File: src/rtl/ucode_pkg.sv
// Shared constants for the microcoded sequencer: control-word layout, opcodes, FSM states.
package ucode_pkg;

    localparam int unsigned CW_W = 16;

    localparam int unsigned B_HLT = 15;
    localparam int unsigned B_MI  = 14;
    localparam int unsigned B_RI  = 13;
    localparam int unsigned B_RO  = 12;
    localparam int unsigned B_IO  = 11;
    localparam int unsigned B_II  = 10;
    localparam int unsigned B_AI  = 9;
    localparam int unsigned B_AO  = 8;
    localparam int unsigned B_EO  = 7;
    localparam int unsigned B_SU  = 6;
    localparam int unsigned B_BI  = 5;
    localparam int unsigned B_OI  = 4;
    localparam int unsigned B_CE  = 3;
    localparam int unsigned B_CO  = 2;
    localparam int unsigned B_J   = 1;
    localparam int unsigned B_FI  = 0;

    localparam logic [3:0] OP_NOP = 4'd0;
    localparam logic [3:0] OP_LDA = 4'd1;
    localparam logic [3:0] OP_ADD = 4'd2;
    localparam logic [3:0] OP_SUB = 4'd3;
    localparam logic [3:0] OP_STA = 4'd4;
    localparam logic [3:0] OP_LDI = 4'd5;
    localparam logic [3:0] OP_JMP = 4'd6;
    localparam logic [3:0] OP_JC  = 4'd7;
    localparam logic [3:0] OP_JZ  = 4'd8;
    localparam logic [3:0] OP_OUT = 4'd14;
    localparam logic [3:0] OP_HLT = 4'd15;

    typedef enum logic {
        RUN  = 1'b0,
        HALT = 1'b1
    } state_t;

    function automatic logic [CW_W-1:0] cw(input int unsigned b);
        return CW_W'(1) << b;
    endfunction

endpackage

File: src/rtl/ucode_rom.sv
// Combinational microcode table: (step, op, flags) -> control word plus end-of-instruction marker.
module ucode_rom
    import ucode_pkg::*;
#(
    parameter int unsigned STEP_W = 3
) (
    input  logic [STEP_W-1:0] step,
    input  logic [3:0]        op,
    input  logic [1:0]        flags,
    output logic              last,
    output logic [CW_W-1:0]   ctrl_raw
);

    logic [3:0] t;

    always_comb begin
        t        = 4'(step);
        ctrl_raw = '0;
        last     = 1'b0;
        case (t)
            4'd0: ctrl_raw = cw(B_CO) | cw(B_MI);
            4'd1: ctrl_raw = cw(B_RO) | cw(B_II) | cw(B_CE);
            4'd2: begin
                last = 1'b1;
                case (op)
                    OP_LDA, OP_ADD, OP_SUB, OP_STA: begin
                        ctrl_raw = cw(B_IO) | cw(B_MI);
                        last     = 1'b0;
                    end
                    OP_LDI: ctrl_raw = cw(B_IO) | cw(B_AI);
                    OP_JMP: ctrl_raw = cw(B_IO) | cw(B_J);
                    OP_JC:  ctrl_raw = flags[1] ? (cw(B_IO) | cw(B_J)) : '0;
                    OP_JZ:  ctrl_raw = flags[0] ? (cw(B_IO) | cw(B_J)) : '0;
                    OP_OUT: ctrl_raw = cw(B_AO) | cw(B_OI);
                    OP_HLT: ctrl_raw = cw(B_HLT);
                    default: ctrl_raw = '0;
                endcase
            end
            4'd3: begin
                case (op)
                    OP_LDA: begin
                        ctrl_raw = cw(B_RO) | cw(B_AI);
                        last     = 1'b1;
                    end
                    OP_ADD, OP_SUB: ctrl_raw = cw(B_RO) | cw(B_BI);
                    OP_STA: begin
                        ctrl_raw = cw(B_AO) | cw(B_RI);
                        last     = 1'b1;
                    end
                    default: ctrl_raw = '0;
                endcase
            end
            4'd4: begin
                if (op == OP_ADD || op == OP_SUB) begin
                    ctrl_raw = cw(B_EO) | cw(B_AI) | cw(B_FI) | ((op == OP_SUB) ? cw(B_SU) : '0);
                    last     = 1'b1;
                end
            end
            default: ctrl_raw = '0;
        endcase
    end

endmodule

File: src/rtl/ucode_sequencer.sv
// Microcoded control sequencer: step counter, RUN/HALT state, latched C/Z flags, single-step gating.
module ucode_sequencer
    import ucode_pkg::*;
#(
    parameter int unsigned MAX_STEPS = 5,
    parameter bit          EARLY_END = 1'b1,
    localparam int unsigned STEP_W   = $clog2(MAX_STEPS)
) (
    input  logic              clk,
    input  logic              rst,
    input  logic [3:0]        op,
    input  logic              alu_c,
    input  logic              alu_z,
    input  logic              step_mode,
    input  logic              step_req,
    input  logic              resume,
    output logic [CW_W-1:0]   ctrl,
    output logic [STEP_W-1:0] step,
    output logic              halted,
    output logic [1:0]        flags
);

    state_t          state, state_nx;
    logic            active;
    logic            rom_last;
    logic [CW_W-1:0] ctrl_raw;

    ucode_rom #(.STEP_W(STEP_W)) u_rom (
        .step     (step),
        .op       (op),
        .flags    (flags),
        .last     (rom_last),
        .ctrl_raw (ctrl_raw)
    );

    assign active = (state == RUN) && (!step_mode || step_req);

    always_ff @(posedge clk or posedge rst) begin
        if (rst) state <= RUN;
        else     state <= state_nx;
    end

    always_comb begin
        state_nx = state;
        case (state)
            RUN:  if (active && ctrl_raw[B_HLT]) state_nx = HALT;
            HALT: if (resume) state_nx = RUN;
            default: state_nx = RUN;
        endcase
    end

    // ROM output is masked during reset so nothing loads while rst is held.
    always_comb begin
        halted = (state == HALT);
        ctrl   = (active && !rst) ? ctrl_raw : '0;
    end

    always_ff @(posedge clk or posedge rst) begin
        if (rst) begin
            step  <= '0;
            flags <= 2'b00;
        end else if (active) begin
            if (ctrl_raw[B_HLT] || (EARLY_END && rom_last) || step == STEP_W'(MAX_STEPS - 1))
                step <= '0;
            else
                step <= step + 1'b1;
            if (ctrl_raw[B_FI])
                flags <= {alu_c, alu_z};
        end
    end

endmodule

File: config.mk
export PLATFORM = sky130hd
export DESIGN_NAME = ucode_sequencer
export DESIGN_NICKNAME = d
export VERILOG_FILES = /design/src/rtl/ucode_pkg.sv /design/src/rtl/ucode_rom.sv /design/src/rtl/ucode_sequencer.sv
export SDC_FILE = /design/constraint.sdc
export NUM_CORES = 1
export LEC_CHECK = 0
export ABC_AREA = 1
export BUFFER_PORTS_ARGS = -buffer_cell sky130_fd_sc_hd__buf_2
export CAP_MARGIN = 30
export CORE_UTILIZATION = 40
export CTS_BUF_LIST = sky130_fd_sc_hd__clkbuf_8
export DETAILED_ROUTE_END_ITERATION = 6
export GPL_ROUTABILITY_DRIVEN = 1
export GPL_TIMING_DRIVEN = 1
export PLACE_DENSITY = 0.69
export SKIP_LAST_GASP = 1
export SYNTH_ARGS = -nofsm -noshare
export SYNTH_HDL_FRONTEND = slang
export SYNTH_HIERARCHICAL = 1
export SYNTH_SLANG_ARGS = --single-unit
File: constraint.sdc
create_clock -name clk -period 2.45 [get_ports clk]
set_clock_uncertainty 0.2 [all_clocks]
set_input_delay 0.49 -clock clk [delete_from_list [all_inputs] [get_ports clk]]
set_output_delay 0.49 -clock clk [all_outputs]
set_load 0.005 [all_outputs]
# Word-level counts from Yosys, hierarchy flattened

Index checks and enable logic that the tools add are counted.

Register bits: 6
Input bits: 11

Bitwise operators: 1
Add/sub/neg operators: 1
Mux-type cells: 16
Reduce and logical (&&, ||, !) cells: 14
Equality and inequality tests: 14

Operator list:

| operator            | count |
|---|---|
| $pmux 16 s7         | 1 |
| $pmux 16 s5         | 1 |
| $pmux 14 s3         | 1 |
| $mux 16             | 2 |
| $mux 12             | 2 |
| $eq 4x3->1 const B  | 4 |
| $eq 4x4->1 const B  | 3 |
| $eq 4x2->1 const B  | 2 |
| $mux 7              | 1 |
| $eq 3x2->1 const B  | 2 |
| $mux 1              | 5 |
| $eq 4x1->1 const B  | 1 |
| $logic_or 1x1->1    | 4 |
| $reduce_or 2->1     | 2 |
| $reduce_or 4->1     | 1 |
| $add 3x1->3 const B | 1 |
| $eq 3x1->1 const B  | 1 |
| $eq 3x3->1 const B  | 1 |
| $logic_and 1x1->1   | 3 |
| $logic_not 3->1     | 1 |
| $mux 3              | 1 |
| $pmux 1 s3          | 1 |
| $logic_not 1->1     | 2 |
| $pmux 1 s2          | 1 |
| 2 further kinds     | 2 |

# Depth between registers and ports, before layout

Depth in word-level cells: 7
Gate-level depth with buffers: 11

# Hierarchy

Netlist, hierarchy kept.

By module, submodules not included:

| module          | area each (µm²) | cells each | times used |
|---|---|---|---|
| ucode_sequencer | 489.2           | 73         | 1 |
| ucode_rom       | 300.3           | 63         | 1 |

# Worst setup path before layout

OpenSTA, ideal clock, no wires.

Path type: register to output
Start point: register step[1]
End point: output ctrl[7]
Stages on the path, launching flop included: 9
Buffers on the path: 1
Required time: 1760 ps
Setup slack: 596 ps
Data arrival time: 1164 ps
Path through: dfrtp_1 > inv_1 > nand2_1 > nor2_1 > nand2_1 > inv_1 > buf_4 > inv_1 > nor2_2

Cells in the longest elaborated chain, start to end: 3

RTL lines:

| element                            | line                  | RTL |
|---|---|---|
| from (decl)                        | ucode_sequencer.sv:18 | `output logic [STEP_W-1:0] step,` |
| from (signal assigned)             | ucode_sequencer.sv:66 | `step <= step + 1'b1;` |
| $eq 3x3->1 (tied with other cells) | ucode_rom.sv:20       | `case (t)` |
| $pmux 16 s5 *                      | ucode_rom.sv:20       |  |
| net ctrl_raw[7]                    | ucode_sequencer.sv:26 | `logic [CW_W-1:0] ctrl_raw;` |
| $mux 16 *                          | ucode_sequencer.sv:55 | `ctrl = (active && !rst) ? ctrl_raw : '0;` |
| to (decl)                          | ucode_sequencer.sv:17 | `output logic [CW_W-1:0] ctrl,` |

The timed path passes the listed nets; every way through them passes the cells marked *.

# Final worst setup path

Start point: register step[2]
End point: output ctrl[15]

Same word-level chain as after synthesis.

==> impl_metrics.toml <==
[critical_path]
crit_path_max_fanout = 8
crit_slowest_cell = "dfrtp_1"
startpoint = "step[2]"
worst-setup-path-type = "reg -> out"
required_ns = 1.76
worstPathCellList = "nor3_4 > inv_1 > nor2_1 > nand2_1 > nor2_1 > buf_2"
arrival_ns = 1.60
cpPeakStageDelay_ns = 0.48
path_common_cell = "nor2_1"
crit_family = "simple AND/OR/NAND/NOR gates"
cp-start-kind = "flip-flop"
end_kind = "output pin"
regToRegStartpoint = "step[2]"
worst-path-buf-inv = 2

[timing]
slew_viol_final = 0
clock.fmax_mhz = 437
fin_crit_sh_pct = 93.5
hold-worst-slack_ns = 0.120
period_minus_slack_ns = 2.29
setup_viol = 0
final_hold_viol_count = 0
setup_ws_ns = 0.160
rsz0062_at_grt = "false"
final.setup.tns_ns = 0
tightest_slew_ns = 0.315
slew_headroom_pct = 79.0

[final_layout]
diodes = 0
synthToLayoutAreaGrowth_pct = 27.6
fillers = 191
layout.nets = 184
drive_above_1_share_pct = 36.1

[cts]
clk_latency_ns = 0.23
path_clk_slew_ns = 0.04
cts_setup_buffers = 0
cts_tree = "done"
cts_buffer_depth = 2
cts_buffers = 3
cts_htree_levels = 1
cts.sink_count = 6
root_buffer = "clkbuf_8"

[synthesis]
netlist_area_um2 = 790
netlist_instances = 136
synth_cell_types = 21
syn_avg_cell_area_um2 = 5.81
synth_warnings = 6
ys_ff_latch = 6
syn_nets = 149
ys_seq_area_share_pct = 19.0

[pwr]
cellPowerDensity_nw_per_um2 = 734
total_leakage_power_nw = 0.579
power.total_w = 0.000739
vdd_drop_max_uv = 550

[min_path]
hold_class = "in -> async"

[detailed_routing]
ant_nets = 0
viasPerCell = 4.59
drc = 0
routed_wl_um = 1870
drt_pass1_iterations = 4
via_count = 891
drt_iter0_markers = 17
wl_per_cell_um = 9.62

[placement]
post-dp-hpwl_um = 1510
dpl_worst_slack_ns = 0.309
place_congestion = 0.888
io_buffers = 32

[grt]
grt_pass1_vias = 689
grt_max_degree = 15
antenna_found_initial = 0
grt_use_total_pct = 19.5
grt_pass1_wl_um = 2930
overflow = 0

[job]
maxCapViolations = 0

[status]
run_status = "finished, final reports clean"

[floorplan]
die_w_um = 46.4
die_y_um = 46.4
start_util_pct = 44.3
num_rows = 15
die-area_um2 = 2160
core-area_um2 = 1780
ios = 33
[logic make-up (layout without fill, tap and decap cells)]
| family | after synthesis | in the layout | share of synthesized area [%] |
|---|---|---|---|
| AOI/OAI and AO/OA | 8 | 8 | 7.61 |
| adders and majority gates | 2 | 2 | 3.17 |
| buffers and inverters | 36 | 69 | 19.0 |
| DFF | 6 | 6 | 19.0 |
| and+or+nand+nor | 84 | 84 | 51.2 |
[cells in the mapped netlist]
master | count | area share (%)
inv_2 | 4 | 1.9
nand3_1 | 17 | 11
o21ai_0 | 3 | 1.9
ha_1 | 2 | 3.2
nor3_4 | 1 | 2.1
o22ai_1 | 1 | 0.79
nand2_2 | 1 | 0.79
o21ai_2 | 2 | 2.2
nand2_4 | 1 | 1.4
buf_4 | 2 | 1.9
a21oi_4 | 1 | 2.1
buf_6 | 1 | 1.4
nor2_2 | 9 | 7.1
nand2_1 | 29 | 14
inv_1 | 29 | 14
nor2_4 | 2 | 2.9
nor3_1 | 1 | 0.63
dfrtp_1 | 6 | 19
nand3_2 | 1 | 1.3
nor2_1 | 22 | 10
a21oi_1 | 1 | 0.63
[path summary, 6_finish.rpt]
check / end / slack [ns] / cells past startpoint
setup / recovery: ctrl[15] / 0.16 / 6
hold / removal: flags[1] / 0.12 / 3
setup reg to reg: step[0] / 0.73 / 8
hold reg to reg: flags[0] / 0.32 / 2
max in group asynchronous: step[1] / 1.80 / 3
min in group clk: halted / 0.24 / 2
[placed cells by master (no fill, tap or decap), types with 2 or more instances in the layout]
master | Yosys | routed
buf_2 | 0 | 32
nor2_1 | 22 | 22
nand2_1 | 29 | 28
inv_1 | 29 | 28
clkbuf_8 | 0 | 3
nand3_1 | 17 | 17
inv_2 | 4 | 5
dfrtp_1 | 6 | 5
nor2_2 | 9 | 9
nand2_2 | 1 | 2
ha_1 | 2 | 2
nor2_4 | 2 | 2
o21ai_2 | 2 | 2
o21ai_0 | 3 | 3
[routing by layer]
metal	vias up	wire [um]	track usage (%)
li1	475	-	-
met1	377	829	23.2
met5	-	0	0
met2	32	894	32.5
met3	7	90	2.35
met4	0	53	12.4
[area by class of cell]
cell class	count	area, um2	area share [%]
tap	25	31.3	3.11
clock buffer	3	41.3	4.10
sequential	6	151	15.0
timing repair buffer	33	168	16.6
inverter	33	124	12.3
multi-input combinational	94	492	48.8
[state kept, by name, indices dropped and copies added, names as in the netlist]
register / cells
flags: 2
halted: 1
step: 3
[per-stage QoR]
stage / std cells / utilization [%] / cell area, um2
floorplan: 136 / - / 790
global placement: 191 / 54.0 / 962
detailed placement: 191 / 54.0 / 962
CTS: 194 / 56.3 / 1000
global route: 194 / 56.5 / 1010
finish: 194 / 56.5 / 1010
[where the power goes]
group | leakage (nW) | total (W) | internal, W | switching (W)
clock network | 0.0216 | 0.000151 | 0.000106 | 0.0000450
logic | 0.481 | 0.000379 | 0.000156 | 0.000223
registers | 0.0765 | 0.000209 | 0.000140 | 0.0000696
[worst register-to-register path, stage by stage, from the launching register on]
cell	delay [ns]
dfrtp_1	0.51
inv_1	0.12
nand3_1	0.15
inv_1	0.08
nand2_1	0.07
nand3_1	0.07
nor2_1	0.18
nand3_1	0.10
o21ai_0	0.15
[timing repair]
item / CTS / global route
gates resized for setup: 0 / 3
hold buffers: 0 / 0
endpoints found under the setup margin: 0 / 2
Power figures use the tool's default switching activity.
